<file path="config.mk">
export PLATFORM = sky130hd
export DESIGN_NAME = bmp_scan_ctrl
export DESIGN_NICKNAME = d
export VERILOG_FILES = /design/src/rtl/bmp_scan_pkg.sv /design/src/rtl/bmp_wait_timer.sv /design/src/rtl/bmp_scan_ctrl.sv
export SDC_FILE = /design/constraint.sdc
export NUM_CORES = 1
export LEC_CHECK = 0
export CORE_MARGIN = 3
export CORE_UTILIZATION = 30
export CTS_CLUSTER_SIZE = 24
export DETAILED_ROUTE_END_ITERATION = 12
export SYNTH_ARGS = -nofsm -noshare
export SYNTH_HDL_FRONTEND = slang
export SYNTH_SLANG_ARGS = --single-unit
</file>
<file path="constraint.sdc">
create_clock -name clk -period 2.4 [get_ports clk]
set_input_delay 0.48 -clock clk [delete_from_list [all_inputs] [get_ports clk]]
set_output_delay 0.48 -clock clk [all_outputs]
set_load 0.03 [all_outputs]
</file>
<file path="src/rtl/bmp_scan_pkg.sv">
// Shared definitions for the bitmap scan sequencer: default geometry,
// ALU slice selectors and the sequencer state encoding.
package bmp_scan_pkg;

    localparam int unsigned NCOLS_DEF   = 24;
    localparam int unsigned NROWS_DEF   = 64;
    localparam int unsigned TIMEOUT_DEF = 15;

    localparam logic [1:0] ALU_SEL_COL = 2'b00;
    localparam logic [1:0] ALU_SEL_TOP = 2'b01;
    localparam logic [1:0] ALU_SEL_BOT = 2'b10;

    typedef enum logic [3:0] {
        S_IDLE,
        S_LOAD,
        S_COL_REQ,
        S_COL_WAIT,
        S_COL_ALU,
        S_TOP_REQ,
        S_TOP_WAIT,
        S_TOP_ALU,
        S_BOT_REQ,
        S_BOT_WAIT,
        S_BOT_ALU,
        S_DONE,
        S_ERR
    } state_e;

endpackage

</file>
<file path="src/rtl/bmp_wait_timer.sv">
// Loadable down-counter bounding how long the sequencer waits for a ready.
// load presets TIMEOUT-1; expire is high once the count has reached zero,
// i.e. during the TIMEOUT-th wait cycle after the load.
module bmp_wait_timer #(
    parameter int unsigned TIMEOUT = 15
) (
    input  logic clk,
    input  logic rst,
    input  logic load,
    input  logic en,
    output logic expire
);

    localparam int unsigned CW = (TIMEOUT > 1) ? $clog2(TIMEOUT) : 1;

    logic [CW-1:0] cnt_q;
    logic [CW-1:0] cnt_d;

    // Next count: preset on load, otherwise count down while enabled, saturating at zero.
    always_comb begin
        cnt_d = cnt_q;
        if (load) begin
            cnt_d = CW'(TIMEOUT - 1);
        end else if (en && (cnt_q != '0)) begin
            cnt_d = cnt_q - 1'b1;
        end
    end

    // Counter register.
    always_ff @(posedge clk) begin
        if (rst) begin
            cnt_q <= '0;
        end else begin
            cnt_q <= cnt_d;
        end
    end

    assign expire = (cnt_q == '0);

endmodule

</file>
<file path="src/rtl/bmp_scan_ctrl.sv">
// Bitmap scan sequencer: loads a bitmap, walks every column, then scans rows
// top-down and bottom-up, handshaking each slice into the compare ALU and
// recording the first non-empty row from each side.
module bmp_scan_ctrl
    import bmp_scan_pkg::*;
#(
    parameter int unsigned NCOLS   = NCOLS_DEF,
    parameter int unsigned NROWS   = NROWS_DEF,
    parameter int unsigned TIMEOUT = TIMEOUT_DEF
) (
    input  logic       clk,
    input  logic       rst,
    input  logic       start,
    output logic       wren,
    output logic       nextcol,
    output logic       nextrowtop,
    output logic       nextrowbot,
    input  logic       colready,
    input  logic       rowtopready,
    input  logic       rowbotready,
    output logic       alu_valid,
    output logic [1:0] alu_sel,
    input  logic       alu_ack,
    input  logic       alu_hit,
    output logic       busy,
    output logic [4:0] col_idx,
    output logic [5:0] top_row,
    output logic [5:0] bot_row,
    output logic       empty,
    output logic       done,
    output logic       err
);

    localparam logic [4:0] COL_LAST = 5'(NCOLS - 1);
    localparam logic [5:0] ROW_LAST = 6'(NROWS - 1);

    state_e     state_q, state_d;
    logic [4:0] col_q, col_d;
    logic [5:0] k_q, k_d;
    logic [5:0] top_q, top_d;
    logic [5:0] bot_q, bot_d;
    logic       empty_q, empty_d;
    logic       err_q, err_d;
    logic       wren_q, wren_d;
    logic       nextcol_q, nextcol_d;
    logic       nextrowtop_q, nextrowtop_d;
    logic       nextrowbot_q, nextrowbot_d;
    logic       alu_valid_q, alu_valid_d;
    logic [1:0] alu_sel_q, alu_sel_d;
    logic       busy_q, busy_d;
    logic       done_q, done_d;

    logic       tmr_load;
    logic       tmr_en;
    logic       tmr_expire;

    bmp_wait_timer #(
        .TIMEOUT(TIMEOUT)
    ) u_wait_timer (
        .clk   (clk),
        .rst   (rst),
        .load  (tmr_load),
        .en    (tmr_en),
        .expire(tmr_expire)
    );

    // Next-state, counter and result logic; outputs are decoded from the next
    // state so every output leaves the flops aligned with the state it belongs to.
    always_comb begin
        state_d  = state_q;
        col_d    = col_q;
        k_d      = k_q;
        top_d    = top_q;
        bot_d    = bot_q;
        empty_d  = empty_q;
        err_d    = err_q;
        tmr_load = 1'b0;
        tmr_en   = 1'b0;

        unique case (state_q)
            S_IDLE: begin
                if (start) begin
                    state_d = S_LOAD;
                    err_d   = 1'b0;
                    col_d   = '0;
                    k_d     = '0;
                    top_d   = ROW_LAST;
                    bot_d   = '0;
                    empty_d = 1'b0;
                end
            end
            S_LOAD: state_d = S_COL_REQ;

            S_COL_REQ: begin
                tmr_load = 1'b1;
                state_d  = S_COL_WAIT;
            end
            S_COL_WAIT: begin
                if (colready) begin
                    state_d = S_COL_ALU;
                end else if (tmr_expire) begin
                    state_d = S_ERR;
                    err_d   = 1'b1;
                end else begin
                    tmr_en = 1'b1;
                end
            end
            S_COL_ALU: begin
                if (alu_ack) begin
                    col_d = col_q + 1'b1;
                    if (col_q == COL_LAST) begin
                        state_d = S_TOP_REQ;
                        k_d     = '0;
                    end else begin
                        state_d = S_COL_REQ;
                    end
                end
            end

            S_TOP_REQ: begin
                tmr_load = 1'b1;
                state_d  = S_TOP_WAIT;
            end
            S_TOP_WAIT: begin
                if (rowtopready) begin
                    state_d = S_TOP_ALU;
                end else if (tmr_expire) begin
                    state_d = S_ERR;
                    err_d   = 1'b1;
                end else begin
                    tmr_en = 1'b1;
                end
            end
            S_TOP_ALU: begin
                if (alu_ack) begin
                    if (alu_hit) begin
                        top_d   = ROW_LAST - k_q;
                        k_d     = '0;
                        state_d = S_BOT_REQ;
                    end else if (k_q == ROW_LAST) begin
                        empty_d = 1'b1;
                        state_d = S_DONE;
                    end else begin
                        k_d     = k_q + 1'b1;
                        state_d = S_TOP_REQ;
                    end
                end
            end

            S_BOT_REQ: begin
                tmr_load = 1'b1;
                state_d  = S_BOT_WAIT;
            end
            S_BOT_WAIT: begin
                if (rowbotready) begin
                    state_d = S_BOT_ALU;
                end else if (tmr_expire) begin
                    state_d = S_ERR;
                    err_d   = 1'b1;
                end else begin
                    tmr_en = 1'b1;
                end
            end
            S_BOT_ALU: begin
                if (alu_ack) begin
                    if (alu_hit) begin
                        bot_d   = k_q;
                        state_d = S_DONE;
                    end else if (k_q == ROW_LAST) begin
                        bot_d   = ROW_LAST;
                        state_d = S_DONE;
                    end else begin
                        k_d     = k_q + 1'b1;
                        state_d = S_BOT_REQ;
                    end
                end
            end

            S_DONE:  state_d = S_IDLE;
            S_ERR:   state_d = S_IDLE;
            default: state_d = S_IDLE;
        endcase

        wren_d       = (state_d == S_LOAD);
        nextcol_d    = (state_d == S_COL_REQ);
        nextrowtop_d = (state_d == S_TOP_REQ);
        nextrowbot_d = (state_d == S_BOT_REQ);
        alu_valid_d  = (state_d == S_COL_ALU) || (state_d == S_TOP_ALU) ||
                       (state_d == S_BOT_ALU);
        done_d       = (state_d == S_DONE);
        busy_d       = !((state_d == S_IDLE) || (state_d == S_DONE) ||
                         (state_d == S_ERR));
        unique case (state_d)
            S_TOP_ALU: alu_sel_d = ALU_SEL_TOP;
            S_BOT_ALU: alu_sel_d = ALU_SEL_BOT;
            default:   alu_sel_d = ALU_SEL_COL;
        endcase
    end

    // Sequencer state, counters, results and registered outputs.
    always_ff @(posedge clk) begin
        if (rst) begin
            state_q      <= S_IDLE;
            col_q        <= '0;
            k_q          <= '0;
            top_q        <= ROW_LAST;
            bot_q        <= '0;
            empty_q      <= 1'b0;
            err_q        <= 1'b0;
            wren_q       <= 1'b0;
            nextcol_q    <= 1'b0;
            nextrowtop_q <= 1'b0;
            nextrowbot_q <= 1'b0;
            alu_valid_q  <= 1'b0;
            alu_sel_q    <= ALU_SEL_COL;
            busy_q       <= 1'b0;
            done_q       <= 1'b0;
        end else begin
            state_q      <= state_d;
            col_q        <= col_d;
            k_q          <= k_d;
            top_q        <= top_d;
            bot_q        <= bot_d;
            empty_q      <= empty_d;
            err_q        <= err_d;
            wren_q       <= wren_d;
            nextcol_q    <= nextcol_d;
            nextrowtop_q <= nextrowtop_d;
            nextrowbot_q <= nextrowbot_d;
            alu_valid_q  <= alu_valid_d;
            alu_sel_q    <= alu_sel_d;
            busy_q       <= busy_d;
            done_q       <= done_d;
        end
    end

    assign wren       = wren_q;
    assign nextcol    = nextcol_q;
    assign nextrowtop = nextrowtop_q;
    assign nextrowbot = nextrowbot_q;
    assign alu_valid  = alu_valid_q;
    assign alu_sel    = alu_sel_q;
    assign busy       = busy_q;
    assign col_idx    = col_q;
    assign top_row    = top_q;
    assign bot_row    = bot_q;
    assign empty      = empty_q;
    assign done       = done_q;
    assign err        = err_q;

endmodule

</file>
# After elaboration in Yosys (flattened, before gate mapping)
# Index checks and enable logic that the tools add are counted.
[classes] mux=53 n_reduce_logical=24 add_sub_neg=4 eq_ne=34
[ops] operator="6-bit 2-to-1 mux" n=14
[ops] operator="4-bit 2-to-1 mux" n=12
[ops] operator="4-bit case mux with 11 select lines" n=1
[ops] operator="4-bit by 3-bit == test with 1-bit output (second input constant)" n=7
[ops] operator="4-bit == test (second input constant)" n=7
[ops] operator="2-bit != test (second input constant)" n=12
[ops] operator="6-bit case mux with 2 select lines" n=2
[ops] operator="6-bit case mux with 4 select lines" n=1
[ops] operator="1-bit 2-to-1 mux" n=13
[ops] operator="4-bit by 2-bit == test with 1-bit output (second input constant)" n=3
[ops] operator="4-bit zero test" n=3
[ops] operator="4-bit nonzero test" n=3
[ops] operator="5-bit 2-to-1 mux" n=2
[ops] operator="5-bit case mux with 2 select lines" n=1
[ops] operator="5-bit AND reduction" n=2
[ops] operator="4-bit by 1-bit == test with 1-bit output (second input constant)" n=2
[ops] operator="4-bit AND reduction" n=2
[ops] operator="2-bit nonzero test" n=4
[ops] operator="7-bit AND reduction" n=1
[ops] operator="6-bit by 1-bit adder with 6-bit output (second input constant)" n=1
[ops] operator="6-bit == test (second input constant)" n=1
[ops] operator="6-bit subtractor (first input constant)" n=1
[ops] operator="5-bit by 1-bit adder with 5-bit output (second input constant)" n=1
[ops] operator="5-bit == test (second input constant)" n=1
[ops] operator="other kinds (14)" n=18
[word_totals] regBits=42 output_inout_bits=28 inputBits=8 word_cells=132

# Depth between registers and ports, before layout
# Gate-level depths: netlist of run 1.
[logic_depth] ltp_word=9 ltp_mapped=9 depth_no_buf=9

# Cells and area by module
# Synthesis of run 1 repeated with hierarchy kept, for this count alone.
[hier_totals] cells_unflattened=278 area_unflattened_um2=2321.0
[by_module_without_submodules] module="bmp_scan_ctrl" cells_per_inst=254 seq_area_each_um2=760.7 area_each_um2=2103.3 instances=1
[by_module_without_submodules] module="bmp_wait_timer" cells_per_inst=24 seq_area_each_um2=80.1 area_each_um2=217.7 instances=1

# Least setup slack after synthesis of run 1
# Ideal clock, no wire load.
[synth_timing] kind="register -> register" startpoint="register col_q[0], in the netlist col_idx[0]" endpoint="register k_q[5]" setup_ns=0.086 path_buffers=0 path_stages_with_launch=8 t_required_ns=2.314 period_less_slack_ns=2.086 arrival_time_ns=2.000 setup_slack_ns=0.314 path_cell_list="dfxtp_1 > ha_1 > and4b_1 > o22ai_1 > a311oi_4 > and4_1 > a31oi_1 > a211oi_1"
[synth_via] elab_chain_len=3
[synth_lines] element="start, declared" line_no="bmp_scan_ctrl.sv:38" text="logic [4:0] col_q, col_d;"
[synth_lines] element="start signal, assigned" line_no="bmp_scan_ctrl.sv:220" text="col_q <= col_d;"
[synth_lines] element="5-bit == test" line_no="bmp_scan_ctrl.sv:111" text="if (col_q == COL_LAST) begin"
[synth_lines] element="2-bit != test (no source line)"
[synth_lines] element="7-bit AND reduction (no source line)"
[synth_lines] element="end signal, assigned" line_no="bmp_scan_ctrl.sv:221" text="k_q <= k_d;"
[synth_lines] element="end, declared" line_no="bmp_scan_ctrl.sv:39" text="logic [5:0] k_q, k_d;"
# Every way passes these cells.
# A chain may end at the register's enable or synchronous reset.

# Worst setup path in the final report of run 1
[layout_timing] startpoint="input port rowbotready" endpoint="register alu_sel_q[0], in the netlist alu_sel[0]"
[layout_via] elab_chain_len=4 elab_cells_between_ends=5 classes_between="eq/ne (2); mux (3)"
[layout_lines] element="start, declared" line_no="bmp_scan_ctrl.sv:20" text="input logic rowbotready,"
[layout_lines] element="4-bit 2-to-1 mux *" line_no="bmp_scan_ctrl.sv:155" text="if (rowbotready) begin"
[layout_lines] element="4-bit case mux with 11 select lines *" line_no="bmp_scan_ctrl.sv:80" text="unique case (state_q)"
[layout_lines] element="4-bit == test / 4-bit by 3-bit == test with 1-bit output (equally long branches)" line_no="bmp_scan_ctrl.sv:193" text="unique case (state_d)"
[layout_lines] element="2-bit case mux with 2 select lines *" line_no="bmp_scan_ctrl.sv:193"
[layout_lines] element="end signal, assigned" line_no="bmp_scan_ctrl.sv:231" text="alu_sel_q <= alu_sel_d;"
[layout_lines] element="end, declared" line_no="bmp_scan_ctrl.sv:49" text="logic [1:0] alu_sel_q, alu_sel_d;"
# Every way passes the cells marked *; elsewhere a longest branch is shown, timed or not.

==> reports/summary.txt, run 1 <==
result of the run: complete, no violations
biggest fanout along the worst timing path: 7
distinct cell type count of the synthesized netlist: 59
vias in the first global route: 2092
Reg clk slew, reported paths: 0.08 ns
M1 GR Usage: 18.8%
Yosys reg bits: 42
number of max-capacitance violations reported: 0
crit path DAT: 2.55 ns
number of nets at the end of the flow: 349
cell area power density: 537 mW/mm2
Max transition margin: 54.2%
number of hold violations in the final report: 0
Std-Cell Core Area: 0.00737 mm2
Global Route met3 Usage: 3.53%
clock buffer depth: 2
startpoint types: input pin
Total GRT Usage: 13.7%
clock period minus final worst setup slack: 2.31 ns
post-route fraction of the period consumed by the critical path: 96.2%
layout filler cell count: 753
Area Growth Syn to Fin: 35.4%
number of diodes: 0
Max VDD drop: 289 uV
top cells by area in the synthesized netlist: sky130_fd_sc_hd__dfxtp_1 (36%), sky130_fd_sc_hd__nor2_1 (6.0%), sky130_fd_sc_hd__mux2i_1 (3.0%)
Post-Syn Area per Cell: 8.41 um2
area used by multi-input combinational logic: 0.00137 mm2
Initial Util: 31.4%
Die Area: 0.00880 mm2
DRC violation total after the first TritonRoute iteration: 203
sequential cell area fraction in the yosys report: 36.4%
wire length of the first global-routing pass: 9660 um
most instantiated library cell after synthesis: sky130_fd_sc_hd__dfxtp_1
DP HPWL: 4290 um
Post-Syn Nets: 287
storage element area: 845 um2
wire length after detailed routing: 5780 um
smallest setup slack after layout: 0.0904 ns
Slew Viols, Final: 0
Ports: 36
number of CTS-inserted buffers: 5
required time of the worst setup path: 2.64 ns
async set or reset register ratio after synthesis: 0%
Overall Power: 1.68 mW
drt pass-1 iters: 4
post-cts hold buffer count: 0
routed length per placed instance: 13.2 um
Die X: 93.8 um
fraction of final layout cells sized beyond drive strength 1: 19.5%
count of buffers inserted at the top-level ports: 35
site row count: 31
total vias in the final route: 2164
placer's final routability congestion estimate: 0.851
via density per instance: 4.95
most common flop cell mapped by yosys: sky130_fd_sc_hd__dfxtp_1
Clock H-tree levels: 2
share of the synthesized area in the top cell type: 36.4%
Worst Setup Path Type: input pin to flip-flop
CTS tree: built
DRC violations left: 0
ranking of synthesized cells by instance count: sky130_fd_sc_hd__dfxtp_1 (42), sky130_fd_sc_hd__nor2_1 (37), sky130_fd_sc_hd__a21oi_1 (13)
busiest grt layer: met2
maximum number of pins on one net before global-route repair: 20
setup-violating endpoint count in the final report: 0
synthesized instance count: 275
leakage power summed over all cells: 1.24 nW
warnings from Yosys: 0
die outline height: 93.8 um
clock latency reported for the late side of the worst-skew pair: 0.30 ns
worst setup slack after placement: -0.248 ns
class of the tightest hold or removal check: flip-flop to flip-flop
total standard cell area after synthesis: 0.00231 mm2
Sink Count: 42
transition time at the pin with the least slew margin: 0.685 ns
clock root buffer master: sky130_fd_sc_hd__clkbuf_8
aggregate negative setup slack: 0 ns
global routing met2 resource utilization: 19.9%
area leader, netlist: sky130_fd_sc_hd__dfxtp_1
gr ovfl total: 0
antenna violations before repair: 0
worst setup skew after layout: 0.00761 ns
number of antenna-violating nets in the routed design: 0
number of enable flip-flop cells after synthesis: 0
fmax: 433 MHz
utilization after layout: 42.5%
critical path endpoint category: flip-flop
## stage by stage
step | cells | cell area (um2) | hold slack (ns)
floorplan | 275 | 2310 | 0.525
global placement | 427 | 2970 | 0.460
detailed placement | 427 | 2970 | 0.462
CTS | 435 | 3090 | 0.476
global route | 437 | 3130 | 0.510
finish | 437 | 3130 | 0.475
## final cells by class
class	instances	share of cell area, %
Timing Repair Buffer	75	20.8
Tap cell	99	3.96
Clock buffer	5	2.20
Clock inverter	3	1.28
Sequential cell	42	27.0
Multi-Input combinational cell	204	43.7
Inverter	9	1.08
## cells by family after synthesis
family          after synthesis  share of synthesized area, %
fa+ha+maj                     4                          2.16
buf+inv                      29                          5.74
flops                        42                          36.4
compound gates               65                          19.9
mux                           7                          3.03
xor+xnor                      8                          3.03
simple gates                120                          29.8
## worst max-delay path, cell delays in order
cell and delay [ns]:
sky130_fd_sc_hd__clkdlybuf4s50_1 0.42, sky130_fd_sc_hd__or3b_2 0.48, sky130_fd_sc_hd__o21ai_0 0.13, sky130_fd_sc_hd__nor3b_2 0.30, sky130_fd_sc_hd__a211oi_4 0.11, sky130_fd_sc_hd__or4_1 0.52, sky130_fd_sc_hd__nor2b_1 0.11
## metal layers
layer	up-vias	routed length, um
met2	60	2350
met3	12	323
li1	1120	-
met5	-	0
met1	972	2980
met4	0	127
## repair_timing
item / CTS / global route
pin swaps: 0 / 1
endpoints found under the setup margin: 7 / 9
resized for setup: 3 / 6
setup buffers: 0 / 2
## where the power goes
part	switching, mW	leakage, nW	internal [mW]
Clock	0.247	0.0579	0.306
Combinational	0.203	0.841	0.180
Sequential	0.0267	0.341	0.718
Total	0.476	1.24	1.20
## worst paths after layout
| path | from | to | slack, ns | cells past startpoint |
|---|---|---|---|---|
| worst max-delay path | rowbotready | alu_sel[0]$_SDFF_PP0_ | 0.09 | 7 |
| worst min-delay path | err$_SDFFE_PP0P_ | err$_SDFFE_PP0P_ | 0.48 | 2 |
| worst max register to register | state_q[2]$_SDFF_PP0_ | alu_sel[0]$_SDFF_PP0_ | 0.13 | 6 |
| worst min register to register | err$_SDFFE_PP0P_ | err$_SDFFE_PP0P_ | 0.48 | 2 |
## placed cells by master (no fill, tap or decap), types with 6 or more instances in the layout
master,netlist,layout
sky130_fd_sc_hd__dfxtp_1,42,39
sky130_fd_sc_hd__inv_1,9,9
sky130_fd_sc_hd__clkdlybuf4s50_1,0,35
sky130_fd_sc_hd__mux2i_1,7,7
sky130_fd_sc_hd__a21oi_1,13,13
sky130_fd_sc_hd__o21bai_1,6,6
sky130_fd_sc_hd__nand3_1,7,7
sky130_fd_sc_hd__nor2b_1,6,6
sky130_fd_sc_hd__and3_1,9,9
sky130_fd_sc_hd__nand2b_1,7,7
sky130_fd_sc_hd__o21ai_0,11,11
sky130_fd_sc_hd__a211oi_1,9,7
sky130_fd_sc_hd__nor2_1,37,37
sky130_fd_sc_hd__buf_4,1,40
sky130_fd_sc_hd__nand2_1,12,12
## sequential cells by signal (all words and copies together), names as in the netlist, 2 cells and up
signal,count
bot_row,6
alu_sel,2
col_idx,5
top_row,6
k_q,6
state_q,4
u_wait_timer.cnt_q,4
Power figures use the tool's default switching activity.
==> run 2: changes to the inputs <==
- CORE_MARGIN: 3 -> unset
- RECOVER_POWER: unset -> 100
==> run 2 against run 1 <==
Compared with the run above: maximum frequency grew 1.9%; largest cell class unchanged; sequential power shrank 0.5%; die area shrank 8.3%; worst hold slack gained 0.0021 ns; clock power shrank 20%; register-to-register slack is essentially flat; clock skew grew 0.0031 ns; cell count is the same; combinational power is essentially flat; sequential share of layout area is essentially flat.
==> reports/summary.txt, run 2 (same netlist as run 1, synthesis figures left out) <==
antenna violations before repair: 0
post-route fraction of the period consumed by the critical path: 94.4%
clock latency reported for the late side of the worst-skew pair: 0.30 ns
Total GRT Usage: 14.4%
clock period minus final worst setup slack: 2.27 ns
Max VDD drop: 216 uV
worst path cell trace: clkdlybuf4s50_1 -> or3b_2 -> o21ai_0 -> nor3b_2 -> a211oi_2 -> or4_1 -> nor2b_1
wire length after detailed routing: 5690 um
gr ovfl total: 0
setup-violating endpoint count in the final report: 0
maximum number of pins on one net before global-route repair: 22
layout filler cell count: 758
cell area power density: 500 mW/mm2
Final Hold Slack: 0.478 ns
DRC violation total after the first TritonRoute iteration: 165
leading cell types in the layout, fill and taps excluded: sky130_fd_sc_hd__dfxtp_1 (41), sky130_fd_sc_hd__buf_4 (40), sky130_fd_sc_hd__nor2_1 (37), sky130_fd_sc_hd__clkdlybuf4s50_1 (35)
number of nets at the end of the flow: 350
worst setup slack after placement: -0.267 ns
via density per instance: 5.00
setup repair after global routing missed its margin: true
sw frac: 30.0%
number of diodes: 0
CTS tree: built
number of CTS-inserted buffers: 5
Ports: 36
Std-Cell Core Area: 0.00737 mm2
worst setup skew after layout: 0.0107 ns
startpoint types: input pin
commonest non-fill, non-tap cell in the layout: sky130_fd_sc_hd__dfxtp_1
required time of the worst setup path: 2.63 ns
post-CTS setup buffer count: 0
site row count: 31
Bufs and invs on worst path: 1
number of antenna-violating nets in the routed design: 0
Die Area: 0.00806 mm2
drt pass-1 iters: 4
Reg clk slew, reported paths: 0.09 ns
Internal Dissipation: 1.09 mW
delay contributed by the slowest stage of the critical path: 0.52 ns
clock network fraction of total power: 28.2%
die outline height: 89.8 um
wire length of the first global-routing pass: 9490 um
placer's final routability congestion estimate: 0.862
leakage power summed over all cells: 1.23 nW
Die X: 89.8 um
Initial Util: 31.4%
crit path DAT: 2.50 ns
cell family with most CP delay: simple AND/OR/NAND/NOR gates
Max transition margin: 53.3%
fraction of power consumed by sequential logic: 47.4%
fraction of final layout cells sized beyond drive strength 1: 19.5%
vias in the first global route: 1984
Worst Setup Path Type: input pin to flip-flop
transition time at the pin with the least slew margin: 0.698 ns
class of the tightest hold or removal check: flip-flop to flip-flop
total vias in the final route: 2184
post-cts hold buffer count: 0
DRC violations left: 0
Slew Viols, Final: 0
critical path endpoint category: flip-flop
slack of the worst reg-to-reg path: 0.14 ns
routed length per placed instance: 13.0 um
Area Growth Syn to Fin: 34.9%
Slowest cell on crit path: sky130_fd_sc_hd__or4_1
result of the run: complete, no violations
DP HPWL: 4190 um
fmax: 441 MHz
number of hold violations in the final report: 0
combinational fraction of design power: 24.4%
Sink Count: 42
Sw Pwr: 0.468 mW
clock root buffer master: sky130_fd_sc_hd__clkbuf_8
biggest fanout along the worst timing path: 7
number of gates resized after cts: 0
Clock H-tree levels: 2
clock buffer depth: 2
count of buffers inserted at the top-level ports: 35
number of max-capacitance violations reported: 0
smallest setup slack after layout: 0.134 ns
-- run 2: cell count changes in the layout (fill, tap and decap cells not counted), sizes merged --
cell    delta
buf        +1
bufinv     -1
-- run 2: layout make-up --
class	instances	area [um2]	area share (%)
clock buffers	5	68.8	2.21
clock inverters	2	10.0	0.321
inverters	9	33.8	1.08
multi-input cells	204	1370	43.9
flip-flops and latches	42	842	27.0
well taps	99	124	3.97
repair buffers	76	671	21.5
-- run 2: final timing paths --
check	startpoint	to	depth (start not counted)
max	rowbotready	alu_sel[0]$_SDFF_PP0_	7
min	err$_SDFFE_PP0P_	err$_SDFFE_PP0P_	2
max reg2reg	state_q[3]$_SDFF_PP0_	alu_sel[0]$_SDFF_PP0_	6
min reg2reg	err$_SDFFE_PP0P_	err$_SDFFE_PP0P_	2
-- run 2: layer usage --
metal | track usage (%) | share of wire [%]
met1 | 20.6 | 54
met2 | 21.0 | 41
met3 | 3.13 | 3.7
met5 | 0 | 0
met4 | 5.46 | 1.3
-- run 2: stage by stage --
stage                     cells  TNS, ns  power, mW  cell area, um2  utilization (%)
final                       437        0       1.56            3120             42.3
after global placement      430    -1.19       1.12            3010             40.8
after detailed placement    430    -1.89       1.13            3010             40.8
after floorplan             275        0      0.988            2310                -
after CTS                   437        0       1.57            3090             41.9
after global routing        437  -0.0299       1.65            3120             42.3
-- run 2: power by group through the flow --
stage               combinational (mW)  sequential [mW]  clock [mW]
detailed placement               0.372            0.755           0
global route                     0.415            0.744       0.486
floorplan                        0.225            0.763           0
finish                           0.381            0.740       0.440
global placement                 0.368            0.755           0
CTS                              0.374            0.739       0.457
-- run 2: worst register-to-register path: cells and delay by family, from the launching register on --
family	cells	cell delay [ns]
AO/OA/AOI/OAI	2	0.36
buffers and inverters	1	0.20
flip-flops	1	0.39
AND/OR/NAND/NOR	3	1.25
==> run 3: changes to the inputs <==
==> constraint.sdc (replaced) <==
create_clock -name clk -period 2.4 [get_ports clk]
set_input_delay 0.48 -clock clk [delete_from_list [all_inputs] [get_ports clk]]
set_output_delay 0.48 -clock clk [all_outputs]
set_load 0.01 [all_outputs]
==> results of run 3 <==
The final DEF is identical to that of run 2. Status: complete, no violations.
Main changes from that run: total power 1.56 mW -> 1.55 mW
